File: config.mk
export PLATFORM = sky130hd
export DESIGN_NAME = inst_queue
export DESIGN_NICKNAME = d
export VERILOG_FILES = /design/src/rtl/offnariscv_pkg.sv /design/src/rtl/inst_queue.sv
export SDC_FILE = /design/constraint.sdc
export NUM_CORES = 1
export LEC_CHECK = 0
export ABC_AREA = 1
export CORE_UTILIZATION = 40
export CTS_BUF_LIST = sky130_fd_sc_hd__clkbuf_16
export DETAILED_ROUTE_END_ITERATION = 8
export DONT_BUFFER_PORTS = 1
export PLACE_DENSITY = 0.61
export SETUP_SLACK_MARGIN = 0.15
export SYNTH_ARGS = -nofsm -noshare
export SYNTH_HDL_FRONTEND = slang
export SYNTH_SLANG_ARGS = --single-unit
export TNS_END_PERCENT = 5
File: constraint.sdc
create_clock -name clk -period 13.1 [get_ports clk]
set_input_delay 0.655 -clock clk [delete_from_list [all_inputs] [get_ports clk]]
set_output_delay 0.655 -clock clk [all_outputs]
set_load 0.005 [all_outputs]
File: src/rtl/offnariscv_pkg.sv
// offnariscv_pkg: shared core widths and the instruction queue entry type.
package offnariscv_pkg;
   localparam int XLEN = 32;
   localparam int ILEN = 32;
   typedef struct packed {
      logic [XLEN-1:0] pc;
      logic [ILEN-1:0] inst;
      logic            fault;
   } inst_queue_entry_t;
endpackage

File: src/rtl/inst_queue.sv
// inst_queue: IFU-to-decode instruction FIFO, dropped wholesale on flush.
// INST_QUEUE_BYPASS_EN enables a 0-cycle path from if_* to id_* when empty.
module inst_queue
   import offnariscv_pkg::*;
#(
   parameter int DEPTH = 4,
   parameter int XLEN  = offnariscv_pkg::XLEN,
   parameter int ILEN  = offnariscv_pkg::ILEN
) (
   input  logic                       clk,
   input  logic                       rst,
   input  logic                       flush,
   input  logic                       if_valid,
   output logic                       if_ready,
   input  logic [XLEN-1:0]            if_pc,
   input  logic [ILEN-1:0]            if_inst,
   input  logic                       if_fault,
   output logic                       id_valid,
   input  logic                       id_ready,
   output logic [XLEN-1:0]            id_pc,
   output logic [ILEN-1:0]            id_inst,
   output logic                       id_fault,
   output logic [$clog2(DEPTH):0]     count
);
   localparam int AW = $clog2(DEPTH);
   localparam int PW = AW + 1;
   if (DEPTH < 2 || (DEPTH & (DEPTH - 1)) != 0) begin : g_bad_depth
      $error("inst_queue: DEPTH must be a power of two >= 2");
   end
   if (XLEN != offnariscv_pkg::XLEN || ILEN != offnariscv_pkg::ILEN) begin : g_bad_width
      $error("inst_queue: XLEN/ILEN must match offnariscv_pkg");
   end
   inst_queue_entry_t storage [DEPTH];
   inst_queue_entry_t head;
   logic [PW-1:0] wr_ptr, rd_ptr;
   logic full, empty, push, pop, byp;
   assign empty    = wr_ptr == rd_ptr;
   assign full     = (wr_ptr[AW] != rd_ptr[AW]) && (wr_ptr[AW-1:0] == rd_ptr[AW-1:0]);
   assign count    = wr_ptr - rd_ptr;
   assign if_ready = !full;
   assign head     = storage[rd_ptr[AW-1:0]];
`ifdef INST_QUEUE_BYPASS_EN
   assign byp = empty && if_valid && !flush;
`else
   assign byp = 1'b0;
`endif
   always_comb begin
      id_valid = (!empty || byp) && !flush;
      id_pc    = byp ? if_pc    : head.pc;
      id_inst  = byp ? if_inst  : head.inst;
      id_fault = byp ? if_fault : head.fault;
      push     = if_valid && if_ready && !flush && !(byp && id_ready);
      pop      = id_valid && id_ready && !byp;
   end
   always_ff @(posedge clk) begin
      if (rst || flush) begin
         wr_ptr <= '0;
         rd_ptr <= '0;
      end else begin
         wr_ptr <= wr_ptr + PW'(push);
         rd_ptr <= rd_ptr + PW'(pop);
      end
   end
   always_ff @(posedge clk) begin
      if (push) storage[wr_ptr[AW-1:0]] <= '{pc: if_pc, inst: if_inst, fault: if_fault};
   end
endmodule

==> results of run 1 <==
critical path, stage by stage, from the launching register on:
cell and delay, ns:
dfxtp_4 0.75, buf_12 0.77, a21oi_1 0.17, o21ai_0 0.14, nand2_1 0.10
metal layers:
metal	vias to the layer above	share of wire
li1	2827	-
met1	2670	0.42
met2	121	0.48
met3	33	0.082
met4	0	0.018
met5	-	0
placed cells by master, fill, tap and decap left out, drive strengths merged, types with 2 or more instances in the layout:
cell type,synthesis,final
o21ai,65,65
edfxtp,260,260
dfxtp,6,6
a21oi,67,67
clkinvlp,0,2
nand3,2,2
nand2,144,144
inv,147,154
clkbuf,4,29
buf,41,7
bufinv,0,2
ha,6,6
clkinv,0,12
or2,3,3
o211ai,65,65
nor2,10,10
report_power, final:
group          switching, mW  internal, mW
logic                 0.0197       0.00552
clock network          0.310         0.438
registers            0.00279         0.947
total                  0.332          1.39
path summary, 6_finish.rpt:
check | start | end | slack (ns)
worst max-delay path | rd_ptr[0]$_SDFF_PP0_ | id_inst[29] | 9.84
worst min-delay path | if_pc[28] | storage[2][61]$_DFFE_PP_ | 0.21
worst max register to register | rd_ptr[0]$_SDFF_PP0_ | storage[2][24]$_DFFE_PP_ | 10.12
worst min register to register | rd_ptr[2]$_SDFF_PP0_ | rd_ptr[2]$_SDFF_PP0_ | 0.60
registers in the layout (all words and copies together), names as in the netlist:
| register | cells |
|---|---|
| wr_ptr | 3 |
| storage | 260 |
| rd_ptr | 3 |
final cells by class:
class	instances	area share
well taps	341	0.0352
inverters	147	0.0455
clock inverters	23	0.0131
clock buffers	29	0.0599
repair buffers	7	0.00537
flip-flops and latches	266	0.655
multi-input cells	364	0.186
logic make-up after synthesis:
logic type	share of synthesized area
buf+inv	0.0814
fa+ha+maj	0.00861
compound gates	0.137
simple gates	0.0549
xor+xnor	0.000793
flops	0.717
==> qor.yml, run 1 <==
worst_pin_slew_ns: 1.02
use_met2: 0.231
io_buffers: 0
tns_ns: 0
rsz0062_at_grt: "no"
busiest_layer: "met2"
ys_types: 20
overflow: 0
layout.cells.non_filler: 1177
ff2ff_path_depth: 7
synth-async-reset-ratio: 0
place_inst: 1125
hold_buffers: 0
avgSynthCellArea_um2: 13.4
power_density_nw_per_um2: 142
clk_latency_ns: 0.54
netlist.area_leader.share: 0.707
multi_input_area_um2: 2250
grt_max_degree: 208
hold_path.class: "input port to register"
antenna_found_initial: 0
period_share: 0.249
postRouteAntennaNets: 0
wl_per_cell_um: 16.4
die_x_um: 168
place_area_um2: 11200
cap_violations: 0
grt_pass1_wl_mm: 30.1
cts_sinks: 266
fill_cells: 2417
clk_pin_slew_ns: 0.06
cts_buffers: 28
post-synth-top-count-cell: "edfxtp_1"
setup_slack_ns: 9.84
grtUsageMet1: 0.162
syn_nets: 899
cts_tree: "built"
synth_warnings: 0
htreeDepth: 1
cts_resized: 0
synth.area.top_cells: "edfxtp_1 71%, o211ai_2 7.4%, inv_1 5.0%"
synth_seq_cells: 266
post_cts_buffers: 0
pin_count: 140
irDropWorstVdd_mv: 0.110
die_area_um2: 28300
synth-main-ff-cell: "edfxtp_1"
dr.pass1.iters: 4
worstPathMaxFanout: 207
num_rows: 60
core-area_um2: 27000
hold_slack_ns: 0.205
regArea_um2: 7940
drc: 0
fin_util: 0.448
hold_path_depth: 0
die_h_um: 168
dp_hpwl_mm: 10.5
grt_usage: 0.136
p_total_mw: 1.72
yosysTopAreaCell: "edfxtp_1"
leakage_nw: 4.24
required_ns: 12.44
syn_area_um2: 11000
relSlewSlack: 0.322
gp_congestion: 0.730
crit_path_end_kind: "output port"
crit_type: "register to output port"
status: "completed"
hold_viol_final: 0
synth_edf_count: 260
fmax_ghz: 0.306
cts-root-buf: "clkbuf_16"
cp.arrival_ns: 2.61
drv_slew: 0
vias_per_cell: 4.80
synth_cells: 822
dpl_worst_slack_ns: 10.08
clock_path_buffers: 3
use_met3: 0.0505
nets: 891
finalCriticalPeriod_ns: 3.26
wl_mm: 19.3
finalClockSkew_ns: 0.0272
drive_gt1_frac: 0.156
via_count: 5651
yosysSeqAreaShare: 0.717
antennaDiodeCount: 0
start_util: 0.409
grt_pass1_vias: 5491
initialDrtViolationCount: 350
setup_violations: 0
final_area_um2: 12100
worstSetupStartpointType: "register"
synthToLayoutAreaGrowth_pct: 9.65
synth_commonest_cells: "260 x edfxtp_1, 147 x inv_1, 144 x nand2_1"
Power figures use the tool's default switching activity.
==> inputs of run 2 (changes only) <==
PLACE_DENSITY = 0.63   (was 0.61)
clock period = 2.72 ns   (was 13.1 ns; I/O delays follow)
==> run 2 against run 1 <==
Effect of this change:
- sequential share of layout area is 4.2 points lower
- sequential power grew to 4.8 times the previous value
- non-clock buffer count rose by 69
- largest power group unchanged
- final cell count is 6.0% higher
- clock skew shrank 0.022 ns
- sequential cell count unchanged
- clock power rose to 5.0 times the previous value
- highest routed layer unchanged
- critical path depth down 1
- register-to-register slack worse by 9.5 ns
- power increased to 5.0 times the previous value
- cell area is 6.9% higher
==> qor.yml, run 2 (synthesized netlist as in run 1, its figures left out) <==
dr.pass1.iters: 4  # unchanged
critPathSlowestCell: "buf_4"  # was buf_12
final_area_um2: 13000  # was 12100 um^2
setup_violations: 0  # unchanged
relSlewSlack: 0.346  # was 0.322
dp_hpwl_mm: 10.5  # about the same
use_met2: 0.242  # was 0.231
rsz0062_at_grt: "no"  # unchanged
drc: 0  # unchanged
power_density_nw_per_um2: 660  # was 142 nW/um^2
clk_latency_ns: 0.53  # was 0.54 ns
tns_ns: 0  # unchanged
clk_pin_slew_ns: 0.06  # about the same
setup_slack_ns: 0.355  # was 9.84 ns
crit_chain: "buf_4 > fa_1 > inv_1"  # was buf_12 > a21oi_1 > o21ai_0 > nand2_1
die_x_um: 168  # unchanged
synthToLayoutAreaGrowth_pct: 17.2  # was 9.65%
fill_cells: 2355  # was 2417
cap_violations: 0  # unchanged
clock_path_buffers: 3  # unchanged
use_met3: 0.0386  # was 0.0505
drv_slew: 0  # unchanged
finalClockSkew_ns: 0.00529  # was 0.0272 ns
drive_gt1_frac: 0.156  # about the same
die_area_um2: 28300  # unchanged
core-area_um2: 27000  # unchanged
grt_max_degree: 137  # was 208
die_h_um: 168  # unchanged
worstPathMaxFanout: 67  # was 207
wl_per_cell_um: 16.1  # was 16.4 um
antenna_found_initial: 1  # was 0
start_util: 0.409  # unchanged
fin_util: 0.479  # was 0.448
via_count: 6006  # was 5651
grt_pass1_vias: 5832  # was 5491
worstSetupStartpointType: "register"  # unchanged
critPathMaxStageDelay_ns: 0.70  # was 0.77 ns
hold_path.class: "input port to register"  # unchanged
irDropWorstVdd_mv: 0.587  # was 0.110 mV
cp.arrival_ns: 2.23  # was 2.61 ns
cts-root-buf: "clkbuf_16"  # unchanged
cts_buffers: 29  # was 28
cts_tree: "built"  # unchanged
worst_pin_slew_ns: 0.981  # was 1.02 ns
pin_count: 140  # unchanged
num_rows: 60  # unchanged
hold_viol_final: 0  # unchanged
p_total_mw: 8.55  # was 1.72 mW
required_ns: 2.58  # was 12.44 ns
leakage_nw: 4.56  # was 4.24 nW
gp_congestion: 0.725  # was 0.730
largest_reg_flops: 260  # unchanged
overflow: 0  # unchanged
period_share: 0.869
vias_per_cell: 4.81  # was 4.80
dpl_worst_slack_ns: 0.676  # was 10.08 ns
busiest_layer: "met2"  # unchanged
place_area_um2: 11300  # was 11200 um^2
final_common_cell: "edfxtp_1"  # unchanged
htreeDepth: 1  # unchanged
layout_common_cells: "260 x edfxtp_1, 149 x inv_1, 143 x nand2_1"  # was 260 x edfxtp_1, 154 x inv_1, 144 x nand2_1
initialDrtViolationCount: 497  # was 350
wl_mm: 20.1  # was 19.3 mm
finalCriticalPeriod_ns: 2.36
postRouteAntennaNets: 0  # unchanged
fmax_ghz: 0.423
crit_path_end_kind: "output port"  # unchanged
nets: 961  # was 891
status: "completed"  # unchanged
grtUsageMet1: 0.167  # was 0.162
cts_sinks: 266  # unchanged
io_buffers: 0  # unchanged
crit_type: "register to output port"  # unchanged
grt_usage: 0.139  # was 0.136
grt_pass1_wl_mm: 31.0  # was 30.1 mm
run 2: cell types whose count changed in the layout (fill, tap and decap cells not counted), sizes merged:
cell / before / now
clkbuf: 29 / 30
inv: 154 / 150
diode: 0 / 1
clkinv: 12 / 14
dlygate4sd3: 0 / 67
buf: 7 / 8
clkinvlp: 2 / 4
bufinv: 2 / 3
run 2: critical path: cells and delay by family, from the launching register on:
family                   cells  cell delay, ns
adder cells (fa/ha/maj)      1            0.55
buffers and inverters        2            0.78
flip-flops                   1            0.36
run 2: worst paths after layout:
check | start | endpoint | slack [ns] | depth (start not counted)
worst max-delay path | rd_ptr[1]$_SDFF_PP0_ | count[1] | 0.36 | 3
worst min-delay path | id_ready | rd_ptr[0]$_SDFF_PP0_ | 0.04 | 5
worst max register to register | wr_ptr[0]$_SDFF_PP0_ | wr_ptr[2]$_SDFF_PP0_ | 0.66 | 11
worst min register to register | rd_ptr[2]$_SDFF_PP0_ | rd_ptr[2]$_SDFF_PP0_ | 0.58 | 3
run 2: through the flow:
step,hold slack (ns),std cells
finish,0.0373,1248
global route,0.0492,1248
CTS,0.00770,1246
detailed placement,0.235,1126
global placement,0.235,1126
floorplan,0.235,822
run 2: area by class of cell:
cell class                 count  area [um^2]  share of cell area
timing repair buffer          76          838              0.0647
sequential                   266         7940               0.613
inverter                     147          554              0.0428
clock inverter                24          195              0.0151
clock buffer                  29          726              0.0560
antenna                        1         2.50            0.000193
multi-input combinational    364         2280               0.176
tap                          341          427              0.0329
run 2: repair_timing:
action | 4_1_cts | 5_1_grt
setup buffers | 0 | 0
gates resized for setup | 0 | 1
endpoints found under the setup margin | 0 | 34
endpoints found under the hold margin | 266 | 0
hold buffers | 67 | 0
run 2: where the power goes:
part           internal [mW]  leakage, nW  total (mW)  switching [mW]
clock                   2.21        0.459        3.73            1.52
combinational         0.0971         1.69       0.251           0.154
sequential              4.56         2.41        4.57          0.0112
total                   6.87         4.56        8.55            1.68
run 2: per-layer routing:
layer | wire length [um] | up-vias
met5 | 0 | -
li1 | - | 2970
met4 | 460 | 0
met2 | 9870 | 122
met1 | 8550 | 2882
met3 | 1180 | 32
